File: src/rtl/vending_transaction_controller_if.sv
// Coin/button front-end and actuator bundle for the vending transaction controller.
// The slave side is the controller; the master side is the front end (or a bench).
interface vending_transaction_controller_if #(
    parameter int NUM_COINS = 3,
    parameter int NUM_ITEMS = 4,
    parameter int TOTAL_W   = 16
);
    logic [NUM_COINS-1:0] i_input_coin;
    logic [NUM_ITEMS-1:0] i_select_item;
    logic                 i_trigger_return;
    logic [NUM_ITEMS-1:0] o_available_item;
    logic [NUM_ITEMS-1:0] o_output_item;
    logic [NUM_COINS-1:0] o_return_coin;
    logic [NUM_COINS-1:0] o_reject_coin;
    logic [TOTAL_W-1:0]   o_current_total;
    logic [31:0]          o_wait_time;
    logic                 o_returning;

    modport master (
        output i_input_coin, i_select_item, i_trigger_return,
        input  o_available_item, o_output_item, o_return_coin, o_reject_coin,
               o_current_total, o_wait_time, o_returning
    );

    modport slave (
        input  i_input_coin, i_select_item, i_trigger_return,
        output o_available_item, o_output_item, o_return_coin, o_reject_coin,
               o_current_total, o_wait_time, o_returning
    );
endinterface

File: src/rtl/vending_transaction_controller.sv
// Vending machine transaction sequencer: owns the running total, the inactivity
// timer and the IDLE/ACCEPT/RETURN state. Change is paid back greedily, one coin
// per cycle, largest denomination that still fits the remaining total.
module vending_transaction_controller #(
    parameter int NUM_COINS   = 3,
    parameter int NUM_ITEMS   = 4,
    parameter int COIN_VAL0   = 100,
    parameter int COIN_VAL1   = 500,
    parameter int COIN_VAL2   = 1000,
    parameter int ITEM_PRICE0 = 400,
    parameter int ITEM_PRICE1 = 500,
    parameter int ITEM_PRICE2 = 1000,
    parameter int ITEM_PRICE3 = 2000,
    parameter int MAX_TOTAL   = 9900,
    parameter int WAIT_CYCLES = 10,
    parameter int TOTAL_W     = 16
) (
    input  logic clk,
    input  logic reset,
    vending_transaction_controller_if.slave bus
);

    typedef enum logic [1:0] {
        IDLE   = 2'd0,
        ACCEPT = 2'd1,
        RETURN = 2'd2
    } state_t;

    state_t               state_q, state_d;
    logic [TOTAL_W-1:0]   total_q, total_d;
    logic [31:0]          waitTime_q, waitTime_d;
    logic [NUM_ITEMS-1:0] outputItem_q, outputItem_d;
    logic [NUM_COINS-1:0] returnCoin_q, returnCoin_d;
    logic [NUM_COINS-1:0] rejectCoin_q, rejectCoin_d;

    logic [31:0]          totalWide;
    logic [31:0]          coinSum;
    logic [31:0]          selPrice;
    logic                 purchaseValid;
    logic [NUM_COINS-1:0] drainCoin;
    logic [31:0]          drainValue;
    logic [31:0]          afterPurchase;
    logic [31:0]          candidate;
    logic                 coinsAccepted;
    logic [NUM_ITEMS-1:0] availItem;

    function automatic logic [31:0] coinValue(input int idx);
        case (idx)
            0:       return 32'(COIN_VAL0);
            1:       return 32'(COIN_VAL1);
            default: return 32'(COIN_VAL2);
        endcase
    endfunction

    function automatic logic [31:0] itemPrice(input int idx);
        case (idx)
            0:       return 32'(ITEM_PRICE0);
            1:       return 32'(ITEM_PRICE1);
            2:       return 32'(ITEM_PRICE2);
            default: return 32'(ITEM_PRICE3);
        endcase
    endfunction

    assign totalWide = 32'(total_q);

    // Value of all coins dropped this cycle; several bits at once mean several coins.
    always_comb begin
        coinSum = '0;
        for (int i = 0; i < NUM_COINS; i++) begin
            if (bus.i_input_coin[i]) coinSum = coinSum + coinValue(i);
        end
    end

    // Price of the requested item; only meaningful when the request is one-hot,
    // so a purchase is only honoured in ACCEPT with enough credit.
    always_comb begin
        selPrice = '0;
        for (int k = 0; k < NUM_ITEMS; k++) begin
            if (bus.i_select_item[k]) selPrice = itemPrice(k);
        end
        purchaseValid = (state_q == ACCEPT) && $onehot(bus.i_select_item)
                        && (totalWide >= selPrice);
    end

    // Largest denomination not exceeding the remaining total; denominations are
    // ascending so the last match wins. A zero value means nothing can be paid.
    always_comb begin
        drainCoin  = '0;
        drainValue = '0;
        for (int i = 0; i < NUM_COINS; i++) begin
            if (totalWide >= coinValue(i)) begin
                drainCoin     = '0;
                drainCoin[i]  = 1'b1;
                drainValue    = coinValue(i);
            end
        end
    end

    // Next-state and next-output logic. A return request beats coins and selects;
    // coins that would push the total past the cap are echoed back untouched.
    always_comb begin
        state_d       = state_q;
        total_d       = total_q;
        waitTime_d    = waitTime_q;
        outputItem_d  = '0;
        returnCoin_d  = '0;
        rejectCoin_d  = '0;
        afterPurchase = totalWide;
        candidate     = totalWide;
        coinsAccepted = 1'b0;
        case (state_q)
            IDLE, ACCEPT: begin
                if ((state_q == ACCEPT) && bus.i_trigger_return) begin
                    state_d      = RETURN;
                    waitTime_d   = '0;
                    rejectCoin_d = bus.i_input_coin;
                end else begin
                    afterPurchase = totalWide - (purchaseValid ? selPrice : 32'd0);
                    candidate     = afterPurchase + coinSum;
                    coinsAccepted = (|bus.i_input_coin) && (candidate <= 32'(MAX_TOTAL));
                    if ((|bus.i_input_coin) && !coinsAccepted) begin
                        rejectCoin_d = bus.i_input_coin;
                        candidate    = afterPurchase;
                    end
                    if (purchaseValid) outputItem_d = bus.i_select_item;
                    total_d = TOTAL_W'(candidate);
                    if (candidate == 32'd0) begin
                        state_d    = IDLE;
                        waitTime_d = '0;
                    end else if (coinsAccepted || purchaseValid) begin
                        state_d    = ACCEPT;
                        waitTime_d = 32'(WAIT_CYCLES);
                    end else if (waitTime_q > 32'd1) begin
                        state_d    = ACCEPT;
                        waitTime_d = waitTime_q - 32'd1;
                    end else begin
                        state_d    = RETURN;
                        waitTime_d = '0;
                    end
                end
            end
            RETURN: begin
                rejectCoin_d = bus.i_input_coin;
                waitTime_d   = '0;
                if (drainValue == 32'd0) begin
                    total_d = '0;
                    state_d = IDLE;
                end else begin
                    returnCoin_d = drainCoin;
                    total_d      = TOTAL_W'(totalWide - drainValue);
                    if (totalWide == drainValue) state_d = IDLE;
                end
            end
            default: begin
                state_d = IDLE;
                total_d = '0;
            end
        endcase
    end

    // State and registered outputs; reset aborts any drain in progress.
    always_ff @(posedge clk) begin
        if (reset) begin
            state_q      <= IDLE;
            total_q      <= '0;
            waitTime_q   <= '0;
            outputItem_q <= '0;
            returnCoin_q <= '0;
            rejectCoin_q <= '0;
        end else begin
            state_q      <= state_d;
            total_q      <= total_d;
            waitTime_q   <= waitTime_d;
            outputItem_q <= outputItem_d;
            returnCoin_q <= returnCoin_d;
            rejectCoin_q <= rejectCoin_d;
        end
    end

    // Affordable-item lamps follow the registered total, dark while paying change.
    always_comb begin
        availItem = '0;
        for (int k = 0; k < NUM_ITEMS; k++) begin
            availItem[k] = (state_q != RETURN) && (totalWide >= itemPrice(k));
        end
    end

    assign bus.o_available_item = availItem;
    assign bus.o_output_item    = outputItem_q;
    assign bus.o_return_coin    = returnCoin_q;
    assign bus.o_reject_coin    = rejectCoin_q;
    assign bus.o_current_total  = total_q;
    assign bus.o_wait_time      = waitTime_q;
    assign bus.o_returning      = (state_q == RETURN);

endmodule

File: src/flat_wrapper.sv
// flat-port wrapper written by rule: the top's interface ports become plain ports
module vending_transaction_controller_flat 
#(
    parameter int NUM_COINS   = 3,
    parameter int NUM_ITEMS   = 4,
    parameter int COIN_VAL0   = 100,
    parameter int COIN_VAL1   = 500,
    parameter int COIN_VAL2   = 1000,
    parameter int ITEM_PRICE0 = 400,
    parameter int ITEM_PRICE1 = 500,
    parameter int ITEM_PRICE2 = 1000,
    parameter int ITEM_PRICE3 = 2000,
    parameter int MAX_TOTAL   = 9900,
    parameter int WAIT_CYCLES = 10,
    parameter int TOTAL_W     = 16
)
  (clk, reset, bus_i_input_coin, bus_i_select_item, bus_i_trigger_return, bus_o_available_item, bus_o_output_item, bus_o_return_coin, bus_o_reject_coin, bus_o_current_total, bus_o_wait_time, bus_o_returning);
  vending_transaction_controller_if #(.NUM_COINS(NUM_COINS), .NUM_ITEMS(NUM_ITEMS), .TOTAL_W(TOTAL_W)) bus_i ();
  input  logic clk;
  input  logic reset;
  input wire logic [$bits(bus_i.i_input_coin)-1:0] bus_i_input_coin;
  input wire logic [$bits(bus_i.i_select_item)-1:0] bus_i_select_item;
  input wire logic [$bits(bus_i.i_trigger_return)-1:0] bus_i_trigger_return;
  output wire logic [$bits(bus_i.o_available_item)-1:0] bus_o_available_item;
  output wire logic [$bits(bus_i.o_output_item)-1:0] bus_o_output_item;
  output wire logic [$bits(bus_i.o_return_coin)-1:0] bus_o_return_coin;
  output wire logic [$bits(bus_i.o_reject_coin)-1:0] bus_o_reject_coin;
  output wire logic [$bits(bus_i.o_current_total)-1:0] bus_o_current_total;
  output wire logic [$bits(bus_i.o_wait_time)-1:0] bus_o_wait_time;
  output wire logic [$bits(bus_i.o_returning)-1:0] bus_o_returning;
  assign bus_i.i_input_coin = bus_i_input_coin;
  assign bus_i.i_select_item = bus_i_select_item;
  assign bus_i.i_trigger_return = bus_i_trigger_return;
  assign bus_o_available_item = bus_i.o_available_item;
  assign bus_o_output_item = bus_i.o_output_item;
  assign bus_o_return_coin = bus_i.o_return_coin;
  assign bus_o_reject_coin = bus_i.o_reject_coin;
  assign bus_o_current_total = bus_i.o_current_total;
  assign bus_o_wait_time = bus_i.o_wait_time;
  assign bus_o_returning = bus_i.o_returning;
  vending_transaction_controller #(.NUM_COINS(NUM_COINS), .NUM_ITEMS(NUM_ITEMS), .COIN_VAL0(COIN_VAL0), .COIN_VAL1(COIN_VAL1), .COIN_VAL2(COIN_VAL2), .ITEM_PRICE0(ITEM_PRICE0), .ITEM_PRICE1(ITEM_PRICE1), .ITEM_PRICE2(ITEM_PRICE2), .ITEM_PRICE3(ITEM_PRICE3), .MAX_TOTAL(MAX_TOTAL), .WAIT_CYCLES(WAIT_CYCLES), .TOTAL_W(TOTAL_W)) u_core (.clk(clk), .reset(reset), .bus(bus_i));
endmodule
File: config.mk
export PLATFORM = sky130hd
export DESIGN_NAME = vending_transaction_controller_flat
export DESIGN_NICKNAME = d
export VERILOG_FILES = /design/src/rtl/vending_transaction_controller_if.sv /design/src/rtl/vending_transaction_controller.sv /design/src/flat_wrapper.sv
export SDC_FILE = /design/constraint.sdc
export NUM_CORES = 1
export LEC_CHECK = 0
export CAP_MARGIN = 20
export CORE_ASPECT_RATIO = 0.6
export CORE_MARGIN = 8
export CORE_UTILIZATION = 35
export CTS_BUF_LIST = sky130_fd_sc_hd__clkbuf_8
export CTS_CLUSTER_DIAMETER = 150
export DETAILED_ROUTE_END_ITERATION = 16
export PLACE_DENSITY = 0.64
export SLEW_MARGIN = 20
export SYNTH_ARGS = -nofsm -noshare
export SYNTH_HDL_FRONTEND = slang
export SYNTH_SLANG_ARGS = --single-unit
File: constraint.sdc
create_clock -name clk -period 7.7 [get_ports clk]
set_clock_uncertainty 0.05 [all_clocks]
set_input_delay 1.54 -clock clk [delete_from_list [all_inputs] [get_ports clk]]
set_output_delay 1.54 -clock clk [all_outputs]
set_load 0.02 [all_outputs]
==> run metrics, run 1 <==
GRT Overall Usage 18.4%; register-to-register path setup slack 1.12 ns; reported max-cap violation count 0; clock latency at the later pin of the worst-skew pair approximately 0.34 ns; Crit path buffers/inverters 9; Seq/Total Area, Yosys 22.1%; cell family contributing the most delay on the critical path compound AO/OA/AOI/OAI gates; fraction of final layout cells sized beyond drive strength 1 23.8%; global-route wire length before repair ~29000 um; WL/cell 17.3 um; Area growth, synth to finish 43.7%; Chip Height 111 um; number of enable-type register cells in the synthesized netlist 0; Max Transition Viols Final 0; detailed-route DRC error count 0; first-pass iteration count of the detailed router 5; min Tclk post-route approximately 7.5 ns; Hold Path Depth 2; worst-path cell with the longest stage delay or4b_1; Detailed Route Iter0 Violations around 580; Vias/cell 5.52; number of nets in the layout slightly above 900; Hold Path Sink u_core.bus.o_wait_time[17]; Die Outline Area 0.0193 sq mm; port buffer count 70; Antenna Cells 0; Routed Wire Length 18300 um; Area contributors post-synth dfxtp_1, ha_1, xnor2_1, nor2_1, nand2_1; Synth cell types around 70; register bit count reported by yosys 58; Crit. End Element flop; via count 5828; mapped cell area 0.00524 sq mm; overall overflow remaining after global route 0; async set or reset register ratio after synthesis 0%; warnings from Yosys 0; vias in the first global route 5339; worst reg2reg startpoint u_core.bus.o_current_total[13]; I/O pin count 73; last weighted congestion value of the routability-driven placer 0.983; synthesized instance count about 680; largest net degree at the start of global routing 34; Die Wd 174 um; detailed placer's ending HPWL 13900 um; CTS tree yes; part of the cycle the worst path needs 97.1%; status complete, no violations; Clk pin slew, worst setup/hold paths approximately 0.070 ns; cell type with the highest aggregate area in the netlist dfxtp_1; maximum level of the CTS H-tree 3; slowest cell delay on critical path 0.46 ns; Most common cell on crit path buf_4; maximum achievable frequency 134 MHz; hold_sp u_core.bus.o_wait_time[17]; total setup violations reported at the end of the flow 0; top_reg_cell synth dfxtp_1; CP Launch Type input pin; worst hold slack 0.439 ns; share of the synthesized area in the top cell type about 22%; path class of the lowest-slack min-delay path reg2reg; remaining antenna violation count 0; r2r worst-path depth 29; CTS Buf Count 9; number of rows in the core area 34; final hold violation count 0; initial cell density of the core 36.0%; Worst Path Required just under 8 ns; final core utilization 51.8%; Mean Syn Cell Area 7.74 sq um; Crit path arrival time 7.64 ns; buffers from clock root to sink, at most 2; peak fanout along the critical path 6; WS Path Type in2reg; standard cell core area ~0.015 sq mm; Crit Reg-Reg Endpoint u_core.bus.o_wait_time[2]; Root Driver clkbuf_8; transition at the pin with the smallest max-transition slack 0.888 ns; antenna violations before repair 0; relative slew slack 40.7%; Sink Count 58
-- cell usage in the layout (no fill, tap or decap), drive strengths merged, types with 16 or more instances in the layout --
master	count
buf	127
nand4	18
clkdlybuf4s50	66
nor2	60
inv	39
a21oi	31
xnor2	27
dfxtp	58
o21ai	35
nand2b	16
nand2	57
nor3	28
ha	46
-- synth_stat cells (all sizes together) (11+ instances only) --
master,number
xor2,14
nor4,12
nand2b,16
nand4,18
o21ai,35
buf,14
o22ai,14
clkbuf,18
a21o,13
nor2b,11
and2,11
xnor2,27
a21oi,31
nor3,28
ha,46
nand3,15
or3,12
dfxtp,58
o211ai,14
inv,36
nand2,57
nor2,60
-- metal layers --
metal | vias to the layer above | GRT usage (%) | part of all wire [%]
met5 | - | 0 | 0
met1 | 2710 | 28.4 | 51
li1 | 2859 | - | -
met4 | 0 | 2.21 | 0.41
met2 | 250 | 24.3 | 39
met3 | 9 | 5.82 | 9.7
-- cell families after synthesis --
logic type | after synthesis | share of synthesized area [%]
simple gates | 263 | 25.4
compound gates | 184 | 24.8
buf+inv | 68 | 5.58
flops | 58 | 22.1
fa+ha+maj | 50 | 12.5
xor+xnor | 42 | 7.28
mux | 11 | 2.17
other cells | 1 | 0.0715
-- how the worst max path moves through the flow --
stage	startpoint	endpoint	slack, ns	depth (start not counted)
after floorplan	bus_i_select_item[1]	u_core.bus.o_current_total[9]	0.16	32
after global placement	bus_i_select_item[1]	u_core.bus.o_wait_time[23]	-0.50	36
after detailed placement	bus_i_select_item[1]	u_core.bus.o_wait_time[30]	-0.61	30
after CTS	bus_i_select_item[1]	u_core.bus.o_wait_time[3]	0.14	34
after global routing	bus_i_select_item[2]	u_core.bus.o_wait_time[6]	-0.03	33
final	bus_i_select_item[1]	u_core.bus.o_wait_time[2]	0.22	34
-- stage by stage --
stage	area [sq um]	setup TNS (ns)	std cells	setup WS, ns
6_report	7530	0	1056	0.224
5_1_grt	7530	-0.0967	1056	-0.0263
4_1_cts	7280	0	1050	0.137
3_5_place_dp	6920	-25.50	1025	-0.606
3_3_place_gp	6910	-19.61	1025	-0.505
2_1_floorplan	5250	0	678	0.157
-- worst register-to-register path, delay by kind of cell, from the launching register on --
family | cells | cell delay, ns
adders and majority gates | 2 | 0.49
and+or+nand+nor | 6 | 1.55
AOI/OAI and AO/OA | 11 | 2.42
xor gates and xnor gates | 2 | 0.32
buffers and inverters | 6 | 0.78
DFF | 1 | 0.44
muxes | 2 | 0.41
-- area by class of cell --
type / count / area, sq um
fill: 1401 / 7020
inverter: 36 / 135
clock buffer: 10 / 138
clock inverter: 6 / 26.3
multi-input combinational: 552 / 4090
sequential: 58 / 1160
tap: 198 / 248
timing repair buffer: 196 / 1730
-- state kept, by name, summed over array words and instances (netlist names) --
register / flops
u_core.bus.o_reject_coin: 3
u_core.bus.o_output_item: 4
u_core.state_q: 2
u_core.bus.o_current_total: 14
u_core.bus.o_wait_time: 32
u_core.bus.o_return_coin: 3
-- what timing repair did --
item	4_1_cts	5_1_grt
endpoints found under the setup margin	46	51
resized for setup	27	51
gates cloned	2	0
setup buffers	7	10
pin swaps	16	28
hold buffers	0	0
Power of run 1 is not shown: default switching activity piles up to over one toggle a cycle in this logic, so the estimate is an artifact.
==> inputs of run 2 (changes only) <==
- PLACE_DENSITY: 0.64 -> 0.62
==> run 2 against run 1 <==
Compared with the run above:
- global-route usage is 0.86 points higher
- sequential cell count unchanged
- worst setup slack lost 0.085 ns
- first-iteration DRC count shrank 17%
- wire length grew 7.2%
- via count rose by 3.5%
- cell count increased by 1.3%
- count of clock-buffer cells in the layout up 2
- non-clock buffer count rose by 12
==> run metrics, run 2 (synthesis results as in run 1) <==
first-pass iteration count of the detailed router 5; remaining antenna violation count 0; detailed placer's ending HPWL 14700 um; I/O pin count 73; Die Wd 174 um; number of rows in the core area 34; Vias/cell ~5.6; Detailed Route Iter0 Violations 478; Largest register FFs 32; final core utilization 52.1%; CTS tree yes; part of the cycle the worst path needs 98.2%; initial cell density of the core 36.0%; hold buffer count at CTS 0; total number of cells along the worst setup path 32; final hold violation count 0; worst-path cell with the longest stage delay a221o_1; placed instance count between 1000 and 1500; status complete, no violations; port buffer count 70; path class of the lowest-slack min-delay path reg2reg; r2r worst-path depth 30; via count 6031; Routed Wire Length 19600 um; cell family contributing the most delay on the critical path compound AO/OA/AOI/OAI gates; commonest non-fill, non-tap cells in the layout buf_4, clkdlybuf4s50_1, dfxtp_1, nand2_1, nor2_1; count of non-filler cells in the finished layout between 1000 and 1500; global-route wire length before repair 30700 um; WS Path Type in2reg; Crit path arrival time 7.74 ns; WL/cell 18.3 um; Die Outline Area 0.0193 sq mm; CP Launch Type input pin; Crit. End Element flop; detailed-route DRC error count 0; total setup violations reported at the end of the flow 0; min Tclk post-route 7.56 ns; Clk pin slew, worst setup/hold paths 0.06 ns; Crit path buffers/inverters 5; vias in the first global route 5637; Non-Filler Cell Area, Final between 0.007 and 0.008 sq mm; slowest cell delay on critical path 0.44 ns; peak fanout along the critical path 6; Max Transition Viols Final 0; antenna violations before repair 1; Chip Height 111 um; most common library cell in the layout ignoring fill and taps buf_4; buffers from clock root to sink, at most 2; Hold Path Depth 2; fraction of final layout cells sized beyond drive strength 1 24.1%; number of nets in the layout around 930; last weighted congestion value of the routability-driven placer 0.919; overall overflow remaining after global route 0; GRT Overall Usage between 15 and 20%; reported max-cap violation count 0; Root Driver clkbuf_8; largest net degree at the start of global routing 34; clock latency at the later pin of the worst-skew pair 0.34 ns; standard cell core area 0.0145 sq mm; CTS Buf Count 9; Worst Path Required 7.88 ns; Area growth, synth to finish 44.5%; Sink Count 58; maximum level of the CTS H-tree 3; relative slew slack 36.2%; area of placed instances 0.00689 sq mm; maximum achievable frequency between 100 and 150 MHz; transition at the pin with the smallest max-transition slack around 0.96 ns
[run 2: final timing paths]
| kind | startpoint | end | slack [ns] |
|---|---|---|---|
| worst max-delay path | bus_i_select_item[2] | u_core.bus.o_wait_time[15] | 0.14 |
| worst min-delay path | u_core.bus.o_wait_time[28] | u_core.bus.o_wait_time[28] | 0.43 |
| worst max register to register | u_core.bus.o_current_total[2] | u_core.bus.o_wait_time[15] | 1.01 |
| worst min register to register | u_core.bus.o_wait_time[28] | u_core.bus.o_wait_time[28] | 0.43 |
[run 2: timing repair]
action	in CTS	in global routing
resized for setup	30	47
hold endpoints to repair	0	0
setup buffers	20	12
pin swaps	20	31
setup endpoints to repair	51	51
cloned	1	1
[run 2: worst register-to-register path: cells and delay by family (launching register included)]
kind / cells / cell delay, ns
flops: 1 / 0.44
compound gates: 15 / 2.92
mux: 1 / 0.37
buf+inv: 3 / 0.44
simple gates: 7 / 1.24
fa+ha+maj: 3 / 0.93
xor+xnor: 1 / 0.20
[run 2: layout make-up]
cell class	instances	area, sq um
clock buffer	12	165
timing repair buffer	208	1790
sequential	58	1160
tap	198	248
clock inverter	4	17.5
fill	1386	6970
inverter	36	135
multi-input combinational	553	4060
antenna	1	2.50
[run 2: through the flow]
| stage | hold slack [ns] | TNS, ns | setup slack [ns] |
|---|---|---|---|
| 2_1_floorplan | 0.493 | 0 | 0.157 |
| 6_report | 0.432 | 0 | 0.139 |
| 3_3_place_gp | 0.424 | -28.75 | -0.684 |
| 5_1_grt | 0.476 | -1.69 | -0.120 |
| 3_5_place_dp | 0.421 | -35.75 | -0.851 |
| 4_1_cts | 0.434 | 0 | 0.00955 |
[run 2: routing by layer]
metal	routed length [um]	track usage (%)	up-vias
met2	7910	27.1	251
met1	9740	28.7	2867
met3	1760	4.76	20
met4	184	3.80	2
met5	13	0	-
li1	-	-	2891
Power of run 2 is left out for the same reason.
